File: src/rtl/csa_resolve_pipe.sv
// Two-stage carry-propagate adder that resolves a carry-save (sum, carry) pair into binary.
// Optional macro CSA_RESOLVE_ZERO_FLAG_EN adds a registered result_zero output.
module csa_resolve_pipe #(
    parameter int unsigned WIDTH = 32,
    parameter int unsigned SPLIT = 16
) (
    input  logic             clk,
    input  logic             rst_n,
    input  logic             in_valid,
    output logic             in_ready,
    input  logic [WIDTH-1:0] sum_in,
    input  logic [WIDTH-1:0] carry_in,
    output logic             out_valid,
    input  logic             out_ready,
    output logic [WIDTH-1:0] result,
`ifdef CSA_RESOLVE_ZERO_FLAG_EN
    output logic             result_zero,
`endif
    output logic             carry_out
);
    localparam int unsigned HW = WIDTH - SPLIT;

    logic             v1;
    logic             v2;
    logic             s2_ready;
    logic             load1;
    logic             load2;
    logic [SPLIT:0]   lo;
    logic [HW:0]      hi;
    logic [SPLIT-1:0] lo_reg;
    logic             c1;
    logic [HW-1:0]    sum_hi;
    logic [HW-1:0]    carry_hi;

    assign s2_ready  = !v2 || out_ready;
    assign in_ready  = !v1 || s2_ready;
    assign out_valid = v2;
    assign load1     = in_valid && in_ready;
    assign load2     = v1 && s2_ready;

    assign lo = {1'b0, sum_in[SPLIT-1:0]} + {1'b0, carry_in[SPLIT-1:0]};
    assign hi = {1'b0, sum_hi} + {1'b0, carry_hi} + {{HW{1'b0}}, c1};

    always_ff @(posedge clk or negedge rst_n) begin
        if (!rst_n) begin
            v1 <= 1'b0;
            v2 <= 1'b0;
        end else begin
            v1 <= load1 || (v1 && !s2_ready);
            v2 <= load2 || (v2 && !out_ready);
        end
    end

    always_ff @(posedge clk or negedge rst_n) begin
        if (!rst_n) begin
            lo_reg   <= '0;
            c1       <= 1'b0;
            sum_hi   <= '0;
            carry_hi <= '0;
        end else if (load1) begin
            lo_reg   <= lo[SPLIT-1:0];
            c1       <= lo[SPLIT];
            sum_hi   <= sum_in[WIDTH-1:SPLIT];
            carry_hi <= carry_in[WIDTH-1:SPLIT];
        end
    end

    // Stage 2 only loads when the consumer has freed the slot, so outputs hold under stall.
    always_ff @(posedge clk or negedge rst_n) begin
        if (!rst_n) begin
            result    <= '0;
            carry_out <= 1'b0;
        end else if (load2) begin
            result    <= {hi[HW-1:0], lo_reg};
            carry_out <= hi[HW];
        end
    end

`ifdef CSA_RESOLVE_ZERO_FLAG_EN
    always_ff @(posedge clk or negedge rst_n) begin
        if (!rst_n) begin
            result_zero <= 1'b0;
        end else if (load2) begin
            result_zero <= ({hi[HW-1:0], lo_reg} == '0);
        end
    end
`endif
endmodule

File: config.mk
export PLATFORM = sky130hd
export DESIGN_NAME = csa_resolve_pipe
export DESIGN_NICKNAME = d
export VERILOG_FILES = /design/src/rtl/csa_resolve_pipe.sv
export SDC_FILE = /design/constraint.sdc
export NUM_CORES = 1
export LEC_CHECK = 0
export ABC_CLOCK_PERIOD_IN_PS = 6800
export CORE_ASPECT_RATIO = 0.75
export CORE_UTILIZATION = 55
export DETAILED_ROUTE_END_ITERATION = 10
export PLACE_DENSITY_LB_ADDON = 0.3
export SYNTH_ARGS = -nofsm -noshare
export SYNTH_HDL_FRONTEND = slang
export SYNTH_SLANG_ARGS = --single-unit
File: constraint.sdc
create_clock -name clk -period 6.8 [get_ports clk]
set_clock_uncertainty 0.15 [all_clocks]
set_input_delay 0.68 -clock clk [delete_from_list [all_inputs] [get_ports clk]]
set_output_delay 0.68 -clock clk [all_outputs]
set_load 0.01 [all_outputs]
==> results of run 1 <==
==> path summary, 6_finish.rpt <==
path	start	depth (start not counted)	slack, ps	end
max	sum_in[0]	9	3920	c1
min	lo_reg[7]	2	320	result[7]
max reg2reg	c1	8	4020	result[28]
min reg2reg	lo_reg[7]	2	320	result[7]
max in group asynchronous	rst_n	1	5490	carry_hi[6]
min in group asynchronous	rst_n	1	330	result[22]
==> routing by layer <==
layer | routed length (um) | GRT usage (%) | vias to the layer above
met1 | 4800 | 36.5 | 1762
met5 | 0 | 0 | -
met3 | 737 | 6.26 | 10
met4 | 109 | 8.22 | 0
li1 | - | - | 1774
met2 | 4790 | 41.0 | 149
==> layout by cell type, fill, tap and decap left out, types with 12 or more instances in the layout <==
| master | n |
|---|---|
| a21o_1 | 12 |
| a21oi_1 | 29 |
| clkdlybuf4s50_1 | 101 |
| dfrtp_1 | 84 |
| ha_1 | 31 |
| mux2_2 | 35 |
| nand2_1 | 98 |
| nor2_1 | 14 |
| o21ai_0 | 30 |
| xnor2_1 | 14 |
==> logic make-up (layout without fill, tap and decap cells) <==
| family | count (synthesis) | count (layout) |
|---|---|---|
| flops | 84 | 84 |
| fa+ha+maj | 34 | 34 |
| simple gates | 149 | 149 |
| compound gates | 100 | 100 |
| mux | 37 | 37 |
| xor+xnor | 25 | 25 |
| buf+inv | 21 | 124 |
==> power by group through the flow <==
stage / Combinational [mW] / Clock [mW] / Sequential (mW)
floorplan: 0.348 / 0 / 0.729
global placement: 0.642 / 0 / 0.706
detailed placement: 0.662 / 0 / 0.713
CTS: 0.667 / 0.344 / 0.705
global route: 0.735 / 0.363 / 0.719
finish: 0.665 / 0.334 / 0.704
==> layout make-up <==
class | count | area [um^2]
clock buffers | 12 | 155
clock inverters | 4 | 32.5
fillers | 635 | 2140
inverters | 4 | 15.0
multi-input cells | 345 | 2380
flip-flops and latches | 84 | 2100
well taps | 105 | 131
repair buffers | 104 | 1030
==> metrics by stage <==
stage	utilization [%]	power [mW]
after detailed placement	70.8	1.38
final	73.2	1.70
after global placement	70.8	1.35
after CTS	73.2	1.72
after floorplan	-	1.08
after global routing	73.2	1.82
==> worst min-delay path, cell delays in order (launching register included) <==
cell and delay, ps:
dfrtp_1 350, nand2_1 50, nand2_1 50
==> flow_metrics.py, run 1 <==
metrics = {
    "clocking": {
        "cts.htree.levels": 3,
        "path_clk_slew_ps": 80,
        "root_buffer": "clkbuf_8",
        "cts_buffers": 9,
        "postCtsSetupBuffers": 0,
        "clk_path_buf_depth": 2,
        "cts_resized": 0,
        "clk_latency_ps": 360,
        "clock-sinks": 84,
        "cts_hold_buf": 0,
        "cts_tree": "done",
    },
    "synth": {
        "synth_top_family_by_area": "simple AND/OR/NAND/NOR gates",
        "ys_warn_count": 0,
        "synthXorXnorAreaFrac_pct": 4.77,
        "synth_area_mm2": 0.00459,
        "syn_nets": 552,
        "synthSimpleGateAreaFrac_pct": 14.3,
        "synth_edf_count": 0,
        "synthAdderAreaFrac_pct": 9.76,
        "ys.flop_type": "dfrtp_1",
        "synth.yosys.seq_area_share_pct": 45.8,
        "synthTopCellsByArea": "dfrtp_1, mux2_2, ha_1",
        "synth-compound-area-share_pct": 14.0,
        "ys_ff_latch": 84,
        "netlist.top_cell.by_area": "dfrtp_1",
        "synthDistinctLibCells": 52,
        "synth_common_cells": "nand2_1, dfrtp_1, mux2_2, ha_1, o21ai_0",
        "synth_mux_area_share_pct": 9.02,
        "synthArstFlopShare_pct": 100,
        "postSynthCellCount": 450,
        "syn_area_per_cell_um2": 10.2,
        "synth_most_common_cell": "nand2_1",
        "synth_top_area_share_pct": 45.8,
    },
    "power_and_ir_drop": {
        "p_seq_share_pct": 41.3,
        "p_int_mw": 1.12,
        "swShare_pct": 34.0,
        "switching_power_mw": 0.579,
        "vdd.ir_drop.worst_mv": 0.183,
        "p_leak_nw": 2.63,
        "pwr-share-clk_pct": 19.6,
        "combPwrFrac_pct": 39.1,
        "power_density_mw_per_mm2": 291,
    },
    "timing": {
        "finalHoldViolations": 0,
        "fin_crit_sh_pct": 42.4,
        "slew_violations": 0,
        "layout_setup_ws_ps": 3920,
        "tns_ps": 0,
        "slew_headroom_pct": 31.7,
        "worst_slew_pin_slew_ps": 1020,
        "fin_crit_ps": 2880,
        "hold_ws_ps": 321,
        "setup_violations": 0,
        "fmax_mhz": 347,
        "rsz0062_at_grt": "false",
    },
    "setup_path": {
        "crit_type": "in -> reg",
        "slowest_stage": "fa_1",
        "path_max_fanout": 2,
        "critPathCaptureType": "register",
        "start_kind": "input pin",
        "cp.required_ps": 6890,
        "crit_chain": "clkdlybuf4s50_1 -> ha_1 -> fa_1 -> a21oi_1 -> o31ai_1 -> a41o_1 -> a31oi_1 -> a211oi_1 -> a21o_1",
        "path_buf_inv": 1,
        "cp.arrival_ps": 2970,
        "cpPeakStageDelay_ps": 420,
        "crit_family": "compound AO/OA/AOI/OAI gates",
    },
    "placement": {
        "dp.cells": 642,
        "gp_congestion": 0.871,
        "portBuffers": 102,
        "dpl-instance-area_mm2": 0.00566,
        "dp_hpwl_um": 7720,
        "post-place-ws_ps": 3630,
    },
    "routing": {
        "drtIter0Drc": 206,
        "vias": 3695,
        "routed_wirelength_um": 10400,
        "wire_per_inst_um": 15.9,
        "drtPass1Iterations": 5,
        "drc_errors": 0,
        "viasPerCell": 5.62,
        "drtAntennaViolNets": 0,
    },
    "min_path": {
        "hp-class": "reg -> reg",
    },
    "global_routing": {
        "gr-usage-all-layers_pct": 26.3,
        "grt_overflow": 0,
        "grt_pass1_wl_um": 17200,
        "grt_pass1_vias": 3488,
        "grt_max_degree": 85,
        "antenna_found_initial": 0,
    },
    "floorplan": {
        "fp.dieH_um": 81.1,
        "coreArea_mm2": 0.00799,
        "rows": 28,
        "dieArea_mm2": 0.00872,
        "initial_core_util_pct": 57.5,
        "die_x_um": 107,
        "pin_count": 103,
    },
    "finish": {
        "antenna_cells": 0,
        "nNetsFinal": 650,
        "drive_above_1_share_pct": 11.8,
        "regMostFlops": "result",
        "final_cell_area_mm2": 0.00585,
        "syn_to_final_growth_pct": 27.4,
        "largest_reg_flops": 32,
        "fin_cells": 658,
    },
    "flow_run": {
        "max_cap_viol_count": 0,
    },
    "status": {
        "status": "completed",
    },
}
Power figures use the tool's default switching activity.
==> inputs of run 2 (changes only) <==
--- a/config.mk
+++ b/config.mk
@@ -5,9 +5,9 @@
 export SDC_FILE = /design/constraint.sdc
 export NUM_CORES = 1
 export LEC_CHECK = 0
-export ABC_CLOCK_PERIOD_IN_PS = 6800
+export ABC_CLOCK_PERIOD_IN_PS = 3000
 export CORE_ASPECT_RATIO = 0.75
-export CORE_UTILIZATION = 55
+export CORE_UTILIZATION = 51
 export DETAILED_ROUTE_END_ITERATION = 10
 export PLACE_DENSITY_LB_ADDON = 0.3
 export SYNTH_ARGS = -nofsm -noshare
==> constraint.sdc (replaced) <==
create_clock -name clk -period 3 [get_ports clk]
set_clock_uncertainty 0.15 [all_clocks]
set_input_delay 0.3 -clock clk [delete_from_list [all_inputs] [get_ports clk]]
set_output_delay 0.3 -clock clk [all_outputs]
set_load 0.01 [all_outputs]
==> flow_metrics.py, run 2 (synthesis gave the netlist of run 1 again) <==
metrics = {
    "finish": {
        "multiInputGateArea_mm2": 0.00238,
        "nNetsFinal": 652,
        "drive_above_1_share_pct": 12.4,
        "largest_reg_flops": 32,
        "regArea_mm2": 0.00210,
        "syn_to_final_growth_pct": 30.8,
        "n_fill_cell": 658,
        "final_common_cell": "clkdlybuf4s50_1",
        "layout_common_cells": "clkdlybuf4s50_1, nand2_1, dfrtp_1",
        "antenna_cells": 0,
        "regMostFlops": "result",
    },
    "timing": {
        "fin_crit_sh_pct": 94.3,
        "fmax_mhz": 353,
        "finalHoldViolations": 11,
        "slew_headroom_pct": 30.8,
        "worst_slew_pin_slew_ps": 1040,
        "layout_setup_ws_ps": 170,
        "fin_crit_ps": 2830,
        "rsz0062_at_grt": "false",
        "hold_ws_ps": -24.6,
        "slew_violations": 0,
        "tns_ps": 0,
        "setup_violations": 0,
    },
    "floorplan": {
        "coreArea_mm2": 0.00860,
        "initial_core_util_pct": 53.4,
        "rows": 29,
        "die_x_um": 112,
        "pin_count": 103,
        "dieArea_mm2": 0.00939,
        "fp.dieH_um": 84.2,
    },
    "status": {
        "status": "finished with violations",
        "violations": "design-rule violations, negative hold slack",
    },
    "global_routing": {
        "grt.busiest_layer": "met2",
        "antenna_found_initial": 0,
        "grt_use_met1_pct": 35.5,
        "grt_pass1_vias": 3768,
        "grtUsageMet3_pct": 5.78,
        "use_met2_pct": 38.7,
        "grt_overflow": 0,
        "gr-usage-all-layers_pct": 25.1,
        "grt_pass1_wl_um": 18400,
        "grt_max_degree": 85,
    },
    "setup_path": {
        "crit_end": "result[28]",
        "cpPeakStageDelay_ps": 480,
        "rr_worst_depth": 8,
        "crit_type": "reg -> reg",
        "crit_family": "compound AO/OA/AOI/OAI gates",
        "cp_num_cells": 8,
        "path_buf_inv": 0,
        "path_common_cell": "fa_1",
        "timing.rr.start": "c1",
        "cp.required_ps": 3060,
        "path_max_fanout": 4,
        "reg2reg_slack_ps": 170,
        "worstReg2RegEnd": "result[28]",
        "cp-startpoint": "c1",
        "start_kind": "register",
        "critPathCaptureType": "register",
        "cp.arrival_ps": 2890,
        "crit_chain": "fa_1 -> fa_1 -> a21o_1 -> a221oi_4 -> o21ai_2 -> nor2b_4 -> a221oi_2 -> o21ai_1",
        "slowest_stage": "fa_1",
    },
    "clocking": {
        "cts_resized": 0,
        "cts_hold_buf": 0,
        "cts.htree.levels": 3,
        "cts_buffers": 9,
        "clk_latency_ps": 340,
        "clock-sinks": 84,
        "clk_path_buf_depth": 2,
        "postCtsSetupBuffers": 0,
        "root_buffer": "clkbuf_16",
        "cts_tree": "done",
        "path_clk_slew_ps": 60,
    },
    "flow_run": {
        "max_cap_viol_count": 0,
    },
    "min_path": {
        "hp-class": "in -> async",
    },
    "power_and_ir_drop": {
        "vdd.ir_drop.worst_mv": 0.331,
        "power_density_mw_per_mm2": 711,
        "p_leak_nw": 2.70,
        "power_mw": 4.27,
    },
    "routing": {
        "routed_wirelength_um": 10900,
        "vias": 3738,
        "wire_per_inst_um": 16.4,
        "drc_errors": 6,
        "drtIter0Drc": 252,
        "drtAntennaViolNets": 0,
        "viasPerCell": 5.64,
        "drtPass1Iterations": 8,
    },
    "placement": {
        "gp_congestion": 0.956,
        "portBuffers": 102,
        "dp_hpwl_um": 8070,
        "post-place-ws_ps": 200,
    },
}
[run 2: power breakdown]
group / switching [mW] / total [mW] / internal, mW
combinational: 0.738 / 1.53 / 0.790
sequential: 0.179 / 1.60 / 1.42
clock: 0.469 / 1.14 / 0.675
total: 1.39 / 4.27 / 2.88
[run 2: per-layer routing]
metal | vias to the layer above | routed length [um]
met2 | 135 | 4940
li1 | 1784 | -
met4 | 0 | 167
met3 | 14 | 732
met5 | - | 0
met1 | 1805 | 5070
[run 2: layout make-up]
cell class	instances	area share, %
Multi-Input combinational cell	345	39.6
Sequential cell	84	35.0
Timing Repair Buffer	106	17.7
Clock buffer	10	3.98
Tap cell	108	2.25
Clock inverter	6	1.19
Inverter	4	0.250
[run 2: worst min path at each step]
stage	slack, ps	endpoint	start
finish	-20	result[25]	rst_n
global route	90	result[25]	rst_n
CTS	40	result[25]	rst_n
detailed placement	300	result[14]	lo_reg[14]
global placement	290	result[1]	lo_reg[1]
floorplan	-150	c1	rst_n
[run 2: stage by stage]
stage               util [%]  cell area, um^2  cells
finish                  69.8             6000    663
global route            69.8             6000    663
CTS                     69.8             6000    663
detailed placement      66.2             5690    647
global placement        66.2             5690    647
floorplan                  -             4590    450
==> inputs of run 3 (changes only) <==
--- a/config.mk
+++ b/config.mk
@@ -10,6 +10,7 @@
 export CORE_UTILIZATION = 51
 export DETAILED_ROUTE_END_ITERATION = 10
 export PLACE_DENSITY_LB_ADDON = 0.3
+export SLEW_MARGIN = 20
 export SYNTH_ARGS = -nofsm -noshare
 export SYNTH_HDL_FRONTEND = slang
 export SYNTH_SLANG_ARGS = --single-unit
==> flow_metrics.py, run 3 (synthesis gave the netlist of run 1 again) <==
metrics = {
    "clocking": {
        "clk_path_buf_depth": 2,
        "cts.htree.levels": 3,
        "cts_tree": "done",
        "path_clk_slew_ps": 70,
        "clock-sinks": 84,
        "cts_buffers": 9,
        "clk_latency_ps": 340,
        "root_buffer": "clkbuf_16",
    },
    "setup_path": {
        "start_kind": "register",
        "rr_worst_depth": 8,
        "crit_chain": "fa_1 -> fa_1 -> a21o_1 -> a221oi_4 -> o21ai_2 -> nor2b_4 -> a221oi_2 -> o21ai_1",
        "path_max_fanout": 4,
        "slowest_stage": "fa_1",
        "critPathCaptureType": "register",
        "cpPeakStageDelay_ps": 480,
        "cp.arrival_ps": 2890,
        "path_common_cell": "fa_1",
        "crit_type": "reg -> reg",
        "cp.required_ps": 3060,
    },
    "power_and_ir_drop": {
        "power_mw": 4.27,
        "combPwrFrac_pct": 35.8,
        "p_int_mw": 2.89,
        "vdd.ir_drop.worst_mv": 0.331,
        "power_density_mw_per_mm2": 710,
        "swShare_pct": 32.5,
        "switching_power_mw": 1.39,
        "p_leak_nw": 2.71,
        "pwr-share-clk_pct": 26.8,
        "p_seq_share_pct": 37.4,
    },
    "finish": {
        "nNetsFinal": 653,
        "layout_common_cells": "clkdlybuf4s50_1, nand2_1, dfrtp_1",
        "largest_reg_flops": 32,
        "regMostFlops": "result",
        "regArea_mm2": 0.00210,
        "drive_above_1_share_pct": 12.4,
        "final_common_cell": "clkdlybuf4s50_1",
        "antenna_cells": 0,
        "n_fill_cell": 658,
        "multiInputGateArea_mm2": 0.00238,
        "syn_to_final_growth_pct": 31.1,
    },
    "routing": {
        "drc_errors": 6,
        "routed_wirelength_um": 10900,
        "drtPass1Iterations": 8,
        "vias": 3763,
        "drtAntennaViolNets": 0,
        "viasPerCell": 5.67,
        "wire_per_inst_um": 16.5,
        "drtIter0Drc": 255,
    },
    "global_routing": {
        "grt_overflow": 0,
        "grt_max_degree": 85,
        "gr-usage-all-layers_pct": 25.1,
        "grt_pass1_wl_um": 18400,
        "antenna_found_initial": 0,
        "grt_pass1_vias": 3768,
    },
    "timing": {
        "setup_violations": 0,
        "hold_ws_ps": 317,
        "finalHoldViolations": 0,
        "slew_violations": 0,
        "tns_ps": 0,
        "slew_headroom_pct": 49.9,
        "rsz0062_at_grt": "false",
        "fin_crit_ps": 2830,
        "fmax_mhz": 353,
        "fin_crit_sh_pct": 94.4,
        "worst_slew_pin_slew_ps": 751,
    },
    "status": {
        "violations": "design-rule violations",
        "status": "finished with violations",
    },
    "floorplan": {
        "die_x_um": 112,
        "rows": 29,
        "dieArea_mm2": 0.00939,
        "pin_count": 103,
        "fp.dieH_um": 84.2,
        "initial_core_util_pct": 53.4,
        "coreArea_mm2": 0.00860,
    },
    "placement": {
        "dp_hpwl_um": 8070,
        "portBuffers": 102,
        "gp_congestion": 0.956,
    },
    "flow_run": {
        "max_cap_viol_count": 0,
    },
    "min_path": {
        "hp-class": "reg -> reg",
        "holdPathStages": 2,
    },
}
[run 3: worst max-delay path, delay by kind of cell, from the launching register on]
family	cells	cell delay, ps
fa+ha+maj	2	920
simple gates	1	150
flops	1	410
compound gates	5	1080
[run 3: what timing repair did]
| item | 4_1_cts | 5_1_grt |
|---|---|---|
| hold buffers | 0 | 1 |
| setup buffers | 0 | 0 |
| endpoints found under the hold margin | 0 | 84 |
| gates resized for setup | 0 | 0 |
[run 3: area by class of cell]
cell class | count | share of cell area [%]
Inverter | 4 | 0.250
Clock inverter | 6 | 1.19
Timing Repair Buffer | 107 | 17.9
Sequential cell | 84 | 34.9
Clock buffer | 10 | 3.97
Tap cell | 108 | 2.25
Multi-Input combinational cell | 345 | 39.6
[run 3: power by group through the flow]
stage	clock network, mW	logic, mW	registers [mW]
after floorplan	0	0.788	1.65
after global placement	0	1.47	1.60
after detailed placement	0	1.51	1.62
after CTS	1.16	1.53	1.60
after global routing	1.22	1.68	1.64
final	1.14	1.53	1.60
[run 3: worst paths after layout]
path | slack (ps) | endpoint | startpoint
setup / recovery | 170 | result[28] | c1
hold / removal | 320 | result[4] | lo_reg[4]
setup reg to reg | 170 | result[28] | c1
hold reg to reg | 320 | result[4] | lo_reg[4]
max in group asynchronous | 1750 | sum_hi[8] | rst_n
min in group asynchronous | 420 | result[25] | rst_n
[run 3: through the flow]
stage               std cells  util, %  setup WS [ps]  instance area, um^2
floorplan                 450        -            467                 4590
global placement          647     66.2            291                 5690
detailed placement        647     66.2            200                 5690
CTS                       663     69.8            165                 6000
global route              664     70.0           58.5                 6020
finish                    664     70.0            168                 6020
[run 3: layer usage]
metal	global-route usage (%)	wire [um]	vias to the layer above
li1	-	-	1787
met2	38.7	4920	145
met5	0	0	-
met4	7.99	204	0
met1	35.5	5100	1810
met3	5.78	701	21
